`src/rtl/vdac_gamma_lut.sv`:
```
// Per-channel gamma lookup for a VDAC: a 2-cycle pixel pipeline with three transfer modes and
// runtime-writable tables that are reloaded with a saturating linear ramp after every reset.
module vdac_gamma_lut #(
    parameter int unsigned IN_W      = 5,
    parameter int unsigned OUT_W     = 8,
    parameter int unsigned NCH       = 3,
    parameter int unsigned FULL_CODE = 24
) (
    input  logic                                     clk_i,
    input  logic                                     rst_i,
    input  logic [1:0]                               mode_i,
    input  logic                                     blank_i,
    input  logic                                     in_vld_i,
    input  logic [NCH*IN_W-1:0]                      in_data_i,
    output logic                                     out_vld_o,
    output logic [NCH*OUT_W-1:0]                     out_data_o,
    input  logic                                     wr_en_i,
    input  logic [((NCH > 1) ? $clog2(NCH) : 1)-1:0] wr_ch_i,
    input  logic [IN_W-1:0]                          wr_addr_i,
    input  logic [OUT_W-1:0]                         wr_data_i,
    output logic                                     wr_rdy_o,
    output logic                                     init_done_o
);

    localparam int unsigned Depth = 2 ** IN_W;
    localparam int unsigned PW    = IN_W + OUT_W;
    localparam logic [PW-1:0]   MaxCodeW = PW'({OUT_W{1'b1}});
    localparam logic [PW-1:0]   FullW    = PW'(FULL_CODE);
    localparam logic [IN_W-1:0] AddrMax  = '1;

    typedef enum logic {
        StInit,
        StRun
    } state_e;

    // Product is formed at IN_W+OUT_W bits so it can never overflow before the clamp.
    function automatic logic [OUT_W-1:0] lin_f(input logic [IN_W-1:0] a);
        logic [PW-1:0] prod;
        logic [PW-1:0] quo;
        logic [OUT_W-1:0] res;
        prod = PW'(a) * MaxCodeW;
        quo  = prod / FullW;
        if (quo > MaxCodeW) begin
            res = '1;
        end else begin
            res = quo[OUT_W-1:0];
        end
        return res;
    endfunction

    state_e            state_q, state_d;
    logic [IN_W-1:0]   init_addr_q, init_addr_d;

    logic [OUT_W-1:0]  lut_q [NCH][Depth];

    logic                 s1_vld_q;
    logic                 s1_blank_q;
    logic [1:0]           s1_mode_q;
    logic [NCH*IN_W-1:0]  s1_data_q;

    logic                 out_vld_q;
    logic [NCH*OUT_W-1:0] out_data_q, out_data_d;

    logic                 run;
    logic                 init_we;
    logic                 user_we;
    logic [31:0]          wr_ch_ext;
    logic [OUT_W-1:0]     init_val;

    assign run         = (state_q == StRun);
    assign init_we     = (state_q == StInit);
    assign wr_ch_ext   = 32'(wr_ch_i);
    // Writes to a non-existent channel are silently discarded.
    assign user_we     = wr_en_i && run && (wr_ch_ext < NCH);
    assign init_val    = lin_f(init_addr_q);

    assign wr_rdy_o    = run;
    assign init_done_o = run;
    assign out_vld_o   = out_vld_q;
    assign out_data_o  = out_data_q;

    always_ff @(posedge clk_i or posedge rst_i) begin
        if (rst_i) begin
            state_q     <= StInit;
            init_addr_q <= '0;
        end else begin
            state_q     <= state_d;
            init_addr_q <= init_addr_d;
        end
    end

    always_comb begin
        state_d     = state_q;
        init_addr_d = init_addr_q;
        case (state_q)
            StInit: begin
                init_addr_d = init_addr_q + 1'b1;
                if (init_addr_q == AddrMax) begin
                    state_d = StRun;
                end
            end
            StRun: begin
                state_d = StRun;
            end
        endcase
    end

    // Table RAM: no reset, the INIT sweep rewrites every entry after each reset.
    always_ff @(posedge clk_i) begin
        for (int unsigned c = 0; c < NCH; c++) begin
            if (init_we) begin
                lut_q[c][init_addr_q] <= init_val;
            end else if (user_we && (wr_ch_ext == c)) begin
                lut_q[c][wr_addr_i] <= wr_data_i;
            end
        end
    end

    always_ff @(posedge clk_i or posedge rst_i) begin
        if (rst_i) begin
            s1_vld_q   <= 1'b0;
            s1_blank_q <= 1'b0;
            s1_mode_q  <= 2'b00;
            s1_data_q  <= '0;
        end else begin
            s1_vld_q   <= in_vld_i;
            s1_blank_q <= blank_i;
            s1_mode_q  <= mode_i;
            s1_data_q  <= in_data_i;
        end
    end

    // The table read is combinational, so a same-edge write is seen only by the next pixel.
    always_comb begin
        logic [IN_W-1:0]  pix_x;
        logic [OUT_W-1:0] pix_y;
        out_data_d = '0;
        pix_x      = '0;
        pix_y      = '0;
        for (int unsigned c = 0; c < NCH; c++) begin
            pix_x = s1_data_q[c*IN_W +: IN_W];
            case (s1_mode_q)
                2'b01:   pix_y = OUT_W'(pix_x) << (OUT_W - IN_W);
                2'b10:   pix_y = lin_f(pix_x);
                default: pix_y = lut_q[c][pix_x];
            endcase
            out_data_d[c*OUT_W +: OUT_W] = pix_y;
        end
        if (s1_blank_q || !run) begin
            out_data_d = '0;
        end
    end

    always_ff @(posedge clk_i or posedge rst_i) begin
        if (rst_i) begin
            out_vld_q  <= 1'b0;
            out_data_q <= '0;
        end else begin
            out_vld_q  <= s1_vld_q;
            out_data_q <= out_data_d;
        end
    end

endmodule

```
`config.mk`:
```
export PLATFORM = sky130hd
export DESIGN_NAME = vdac_gamma_lut
export DESIGN_NICKNAME = d
export VERILOG_FILES = /design/src/rtl/vdac_gamma_lut.sv
export SDC_FILE = /design/constraint.sdc
export NUM_CORES = 2
export LEC_CHECK = 0
export ABC_AREA = 0
export BUFFER_PORTS_ARGS = -buffer_cell sky130_fd_sc_hd__buf_2
export CORE_ASPECT_RATIO = 1.1
export CORE_MARGIN = 8
export CORE_UTILIZATION = 30
export DETAILED_ROUTE_END_ITERATION = 16
export GPL_TIMING_DRIVEN = 0
export HOLD_SLACK_MARGIN = 0.02
export MAX_ROUTING_LAYER = met4
export SYNTH_ARGS = -nofsm -noshare
export SYNTH_HDL_FRONTEND = slang
export SYNTH_SLANG_ARGS = --single-unit
```
`constraint.sdc`:
```
create_clock -name clk_i -period 7.9 [get_ports clk_i]
set_input_delay 0.395 -clock clk_i [delete_from_list [all_inputs] [get_ports clk_i]]
set_output_delay 0.395 -clock clk_i [all_outputs]
set_load 0.01 [all_outputs]
```
* Yosys cells after proc, flatten, opt, wreduce, memory -nomap -nowiden
Memories as Yosys holds them, arrays and structs flattened. Index checks and enable logic that the tools add are counted.
Word-level totals: memory bits (writable) 768, flip-flop bits (word level) 50, output and inout bits 27, memories kept 1
Memory list:
- lut_q | words 3, width 256, read ports 3, clocked after Yosys merged registers in 0, write ports 3, RTL line 54 | logic [OUT_W-1:0] lut_q [NCH][Depth];
Cells by class: multipliers 4, equality and inequality tests 5, magnitude comparators 12, reductions and logical operators 10, bitwise logic cells 774, mux-type cells 801, add/subtract/negate cells 1, divide/modulo/power cells 4
Operators with widths (number):
- 256-bit 2-to-1 mux | 4
- 1-bit 2-to-1 mux | 775
- 1-bit OR | 768
- 8-bit binary-select mux with 5-bit select | 3
- 8-bit 2-to-1 mux | 12
- 8-bit demux with 5-bit select | 2
- 13-bit by 5-bit divider with 13-bit output, second input constant | 4
- 13-bit by 8-bit > comparator with 1-bit output, second input constant | 4
- 5-bit by 8-bit multiplier with 13-bit output, second input constant | 4
- 8-bit case mux with 2 select lines | 3
- 32-bit zero test | 1
- 6-bit greater-or-equal comparator, second input constant | 5
- 5-bit NOT with 6-bit output | 5
- 24-bit 2-to-1 mux | 1
- 6-bit by 1-bit less-than comparator with 1-bit output, second input constant | 2
- 1-bit logical AND | 7
- 5-bit by 1-bit adder with 5-bit output, second input constant | 1
- 5-bit == test, second input constant | 1
- 2-bit by 1-bit == test with 1-bit output, second input constant | 2
- 2-bit == test, second input constant | 2
- 2-bit less-than comparator, second input constant | 1
- 1-bit case mux with 2 select lines | 1
- 1-bit zero test | 1
- 1-bit logical OR | 1
- 1-bit NOT | 1

* Depth between registers and ports, before layout
depth after elaboration 7, mapped depth 30, depth with buffers taken out 23

* Worst setup path after synthesis
OpenSTA, ideal clock, no wires.
path kind reg-to-reg, start register init_addr_q[3], end memory lut_q[1][0] in the netlist's numbering (data pin), data required time 7641 ps, arrival time 7086 ps, clock period less this slack 7345 ps, cell stages (with the launch flop) 27, path buffers 5, library setup time 259 ps, slack 555 ps, path through dfrtp_1 fa_1 fa_1 fa_1 ha_1 buf_2 and3b_1 a221oi_1 o221ai_1 a221oi_1 a31oi_2 o21a_1 or3_4 xnor2_1 a211oi_2 o2111ai_1 a21o_1 and2_1 buf_2 a22oi_1 nor2_1 or4_1 buf_2 a211oi_4 buf_4 buf_4 o31ai_1
RTL lines:
- from (decl) | RTL line 52 | logic [IN_W-1:0] init_addr_q, init_addr_d;
- from (signal assigned) | RTL line 88 | init_addr_q <= init_addr_d;
- to (decl) | RTL line 54

==> flow_summary.yaml <==
detailed_routing:
  met1_length_mm: 66.0
  wl_met2_mm: 85.6
  met3_length_mm: 19.0
  vias: 39400
  ant_nets: 0
  drtIter0Drc: 5242
  dr.pass1.iters: 6
  vias_per_cell: 5.68
  drc_errors: 0
  top_layer_used: "met4"
  wl_per_cell_um: 26.3
  wl_mm: 183
placement:
  portBuffers: 55
  hpwl_mm: 136
  place_congestion: 1.01
critical_path:
  worstReg2RegStart: "init_addr_q[2]"
  crit_path_end_kind: "register"
  arrival_ns: 8.18
  start_kind: "register"
  critPathKind: "reg2reg"
  cp_data_required_time_ns: 8.29
  crit_path_max_fanout: 10
  reg2regPathDepth: 21
  startpoint: "init_addr_q[2]"
synth:
  ys_warn_count: 0
  synth_area_per_cell_um2: 10.6
  syn_area_um2: 48000
  seq_area_frac_synth_pct: 50.6
  postSynth.asyncResetShare_pct: 6.11
  synth_edf_count: 768
  ys_types: 91
  ys_ff_latch: 818
  netlist_instances: 4512
  syn_nets: 4690
  synth_flop_cell: "edfxtp_1"
power:
  power_density_nw_per_um2: 231
  p_leak_nw: 20.2
  p_total_mw: 12.7
  peakVddDrop_uv: 169
clock_tree:
  clock_sinks: 818
  clockBufferDepth: 3
  insertion_delay_ns: 0.70
  cts_buffers: 85
  cts_root_buf: "clkbuf_16"
  clk_pin_slew_ns: 0.06
  htreeDepth: 3
  tritoncts: "done"
grt:
  antenna_found_initial: 21
  grt_use_total_pct: 20.9
  grt_overflow: 0
  grt_pass1_wl_mm: 262
  grt_pass1_vias: 38100
  grt_max_degree: 30
floorplan:
  dieArea_um2: 173000
  die_x_um: 398
  die_h_um: 436
  row_count: 154
  io_pins: 64
  start_util_pct: 30.1
  fp.coreArea_um2: 160000
layout:
  mostFrequentLayoutCells: "nor2_1, edfxtp_1, a21oi_1"
  drive_gt1_share_pct: 13.6
  final_util_pct: 34.6
  final_nets: 4916
  area_delta_synth_final_pct: 14.8
  fillers: 16000
  final_common_cell: "nor2_1"
run_status:
  violations: "capacitance limit, slew limit"
  status: "complete, but fails checks"
worst_hold_path:
  hold_path_class: "in2async"
sta:
  skew_ns: 0.0384
  drv_slew: 35
  maxSlewHeadroom_pct: -6.41
  max_freq_ghz: 0.128
  finalCritPeriodShare_pct: 98.6
  tightest_slew_ns: 1.59
  setup-violations-final: 0
  hold_viol: 0
  finalWorstPathRequiredPeriod_ns: 7.79
flow_run:
  cap_violations: 4
[Yosys cell counts, drive strengths merged, types with 7 or more instances]
cell	count	share of area (%)
nand3	44	0.46
mux2	10	0.23
xnor2	37	0.67
nor3	40	0.45
a32oi	7	0.13
dfrtp	50	2.6
nor4	16	0.28
mux4	240	11
a211o	10	0.18
xor2	17	0.31
nand2b	17	0.22
a221oi	19	0.35
fa	44	1.8
o22ai	15	0.20
a22oi	7	0.11
o21ai	121	1.3
nand2	383	3.0
a211oi	29	0.52
o21bai	8	0.13
and2	20	0.26
a21oi	736	7.7
o31ai	107	1.7
buf	82	0.80
a21o	16	0.25
mux2i	31	0.65
edfxtp	768	48
nor2	895	7.0
o221ai	10	0.18
and3	9	0.12
nand4	13	0.17
or3	13	0.19
clkbuf	333	2.6
ha	97	2.5
a2111oi	9	0.17
o211ai	8	0.13
inv	83	0.65
o21a	21	0.33
nor2b	18	0.24
or2	14	0.18
a31oi	20	0.27
[kinds of logic after synthesis]
| kind of cell | synth area share (%) |
|---|---|
| AND/OR/NAND/NOR | 13.0 |
| buffers and inverters | 4.05 |
| AO/OA/AOI/OAI | 14.7 |
| XOR/XNOR | 0.984 |
| adder cells (fa/ha/maj) | 4.44 |
| flip-flops | 50.6 |
| multiplexers | 12.1 |
[metal layers]
| layer | up-vias | global-route usage [%] |
|---|---|---|
| met5 | - | - |
| met4 | 0 | 11.5 |
| met3 | 553 | 4.90 |
| met2 | 2331 | 33.1 |
| met1 | 19400 | 24.5 |
| li1 | 17200 | - |
[worst max-delay path, cell delays in order, from the launching register on]
cell	delay [ns]
dfrtp_2	0.46
fa_2	0.62
fa_2	0.48
fa_1	0.49
ha_2	0.23
or2_4	0.25
o32a_1	0.35
and4_1	0.26
or3_4	0.41
buf_4	0.20
a2111oi_4	0.41
a2111oi_4	0.11
a22o_1	0.25
o21ai_2	0.20
a21oi_4	0.11
nor4_4	0.54
buf_4	0.19
and2_1	0.13
clkbuf_1	0.57
clkbuf_2	0.60
buf_1	0.45
a21oi_1	0.14
[final cells by class]
class                   instances  area (um^2)  area share, %
flip-flops and latches        818        24300           44.1
repair buffers                141         1020           1.85
multi-input cells            3196        22300           40.4
clock inverters                49          485          0.880
well taps                    2106         2640           4.78
clock buffers                 104         2230           4.04
inverters                      83          314          0.570
diodes                         27         67.6          0.123
plain buffers                 413         1800           3.27
[worst paths after layout]
check                      slack, ns       endpoint
min                             0.27   s1_mode_q[0]
max                             0.11  lut_q[0][204]
min in group clk_i              0.35   s1_data_q[5]
max in group asynchronous       7.06  s1_data_q[12]
min reg2reg                     0.36      out_vld_o
max reg2reg                     0.11  lut_q[0][204]
[repair_timing]
action	4_1_cts	5_1_grt
setup endpoints to repair	489	355
endpoints found under the hold margin	40	0
resized for setup	80	106
hold buffers	20	0
pin swaps	15	34
buffers inserted	19	24
[state kept, by name, summed over array words and instances, names as in the netlist, 2 cells and up]
signal,cells
lut_q,768
init_addr_q,5
out_data_o,24
s1_data_q,15
s1_mode_q,2
[where the power goes]
group	switching, mW	internal, mW
clock	1.81	2.28
sequential	0.0244	4.71
combinational	2.47	1.44
[per-stage QoR]
stage / instances / hold WS [ns] / area (um^2) / worst slack [ns] / setup TNS [ns]
after floorplan: 4512 / 0.331 / 48000 / 0.555 / 0
after global routing: 6932 / 0.305 / 55100 / -0.0592 / -1.69
after global placement: 6673 / 0.344 / 51000 / -3.24 / -650.07
after CTS: 6882 / 0.245 / 54500 / 0.0384 / 0
final: 6937 / 0.273 / 55100 / 0.113 / 0
after detailed placement: 6692 / 0.348 / 51100 / -1.64 / -362.70
Note: power is estimated with default switching activity, not from simulation.
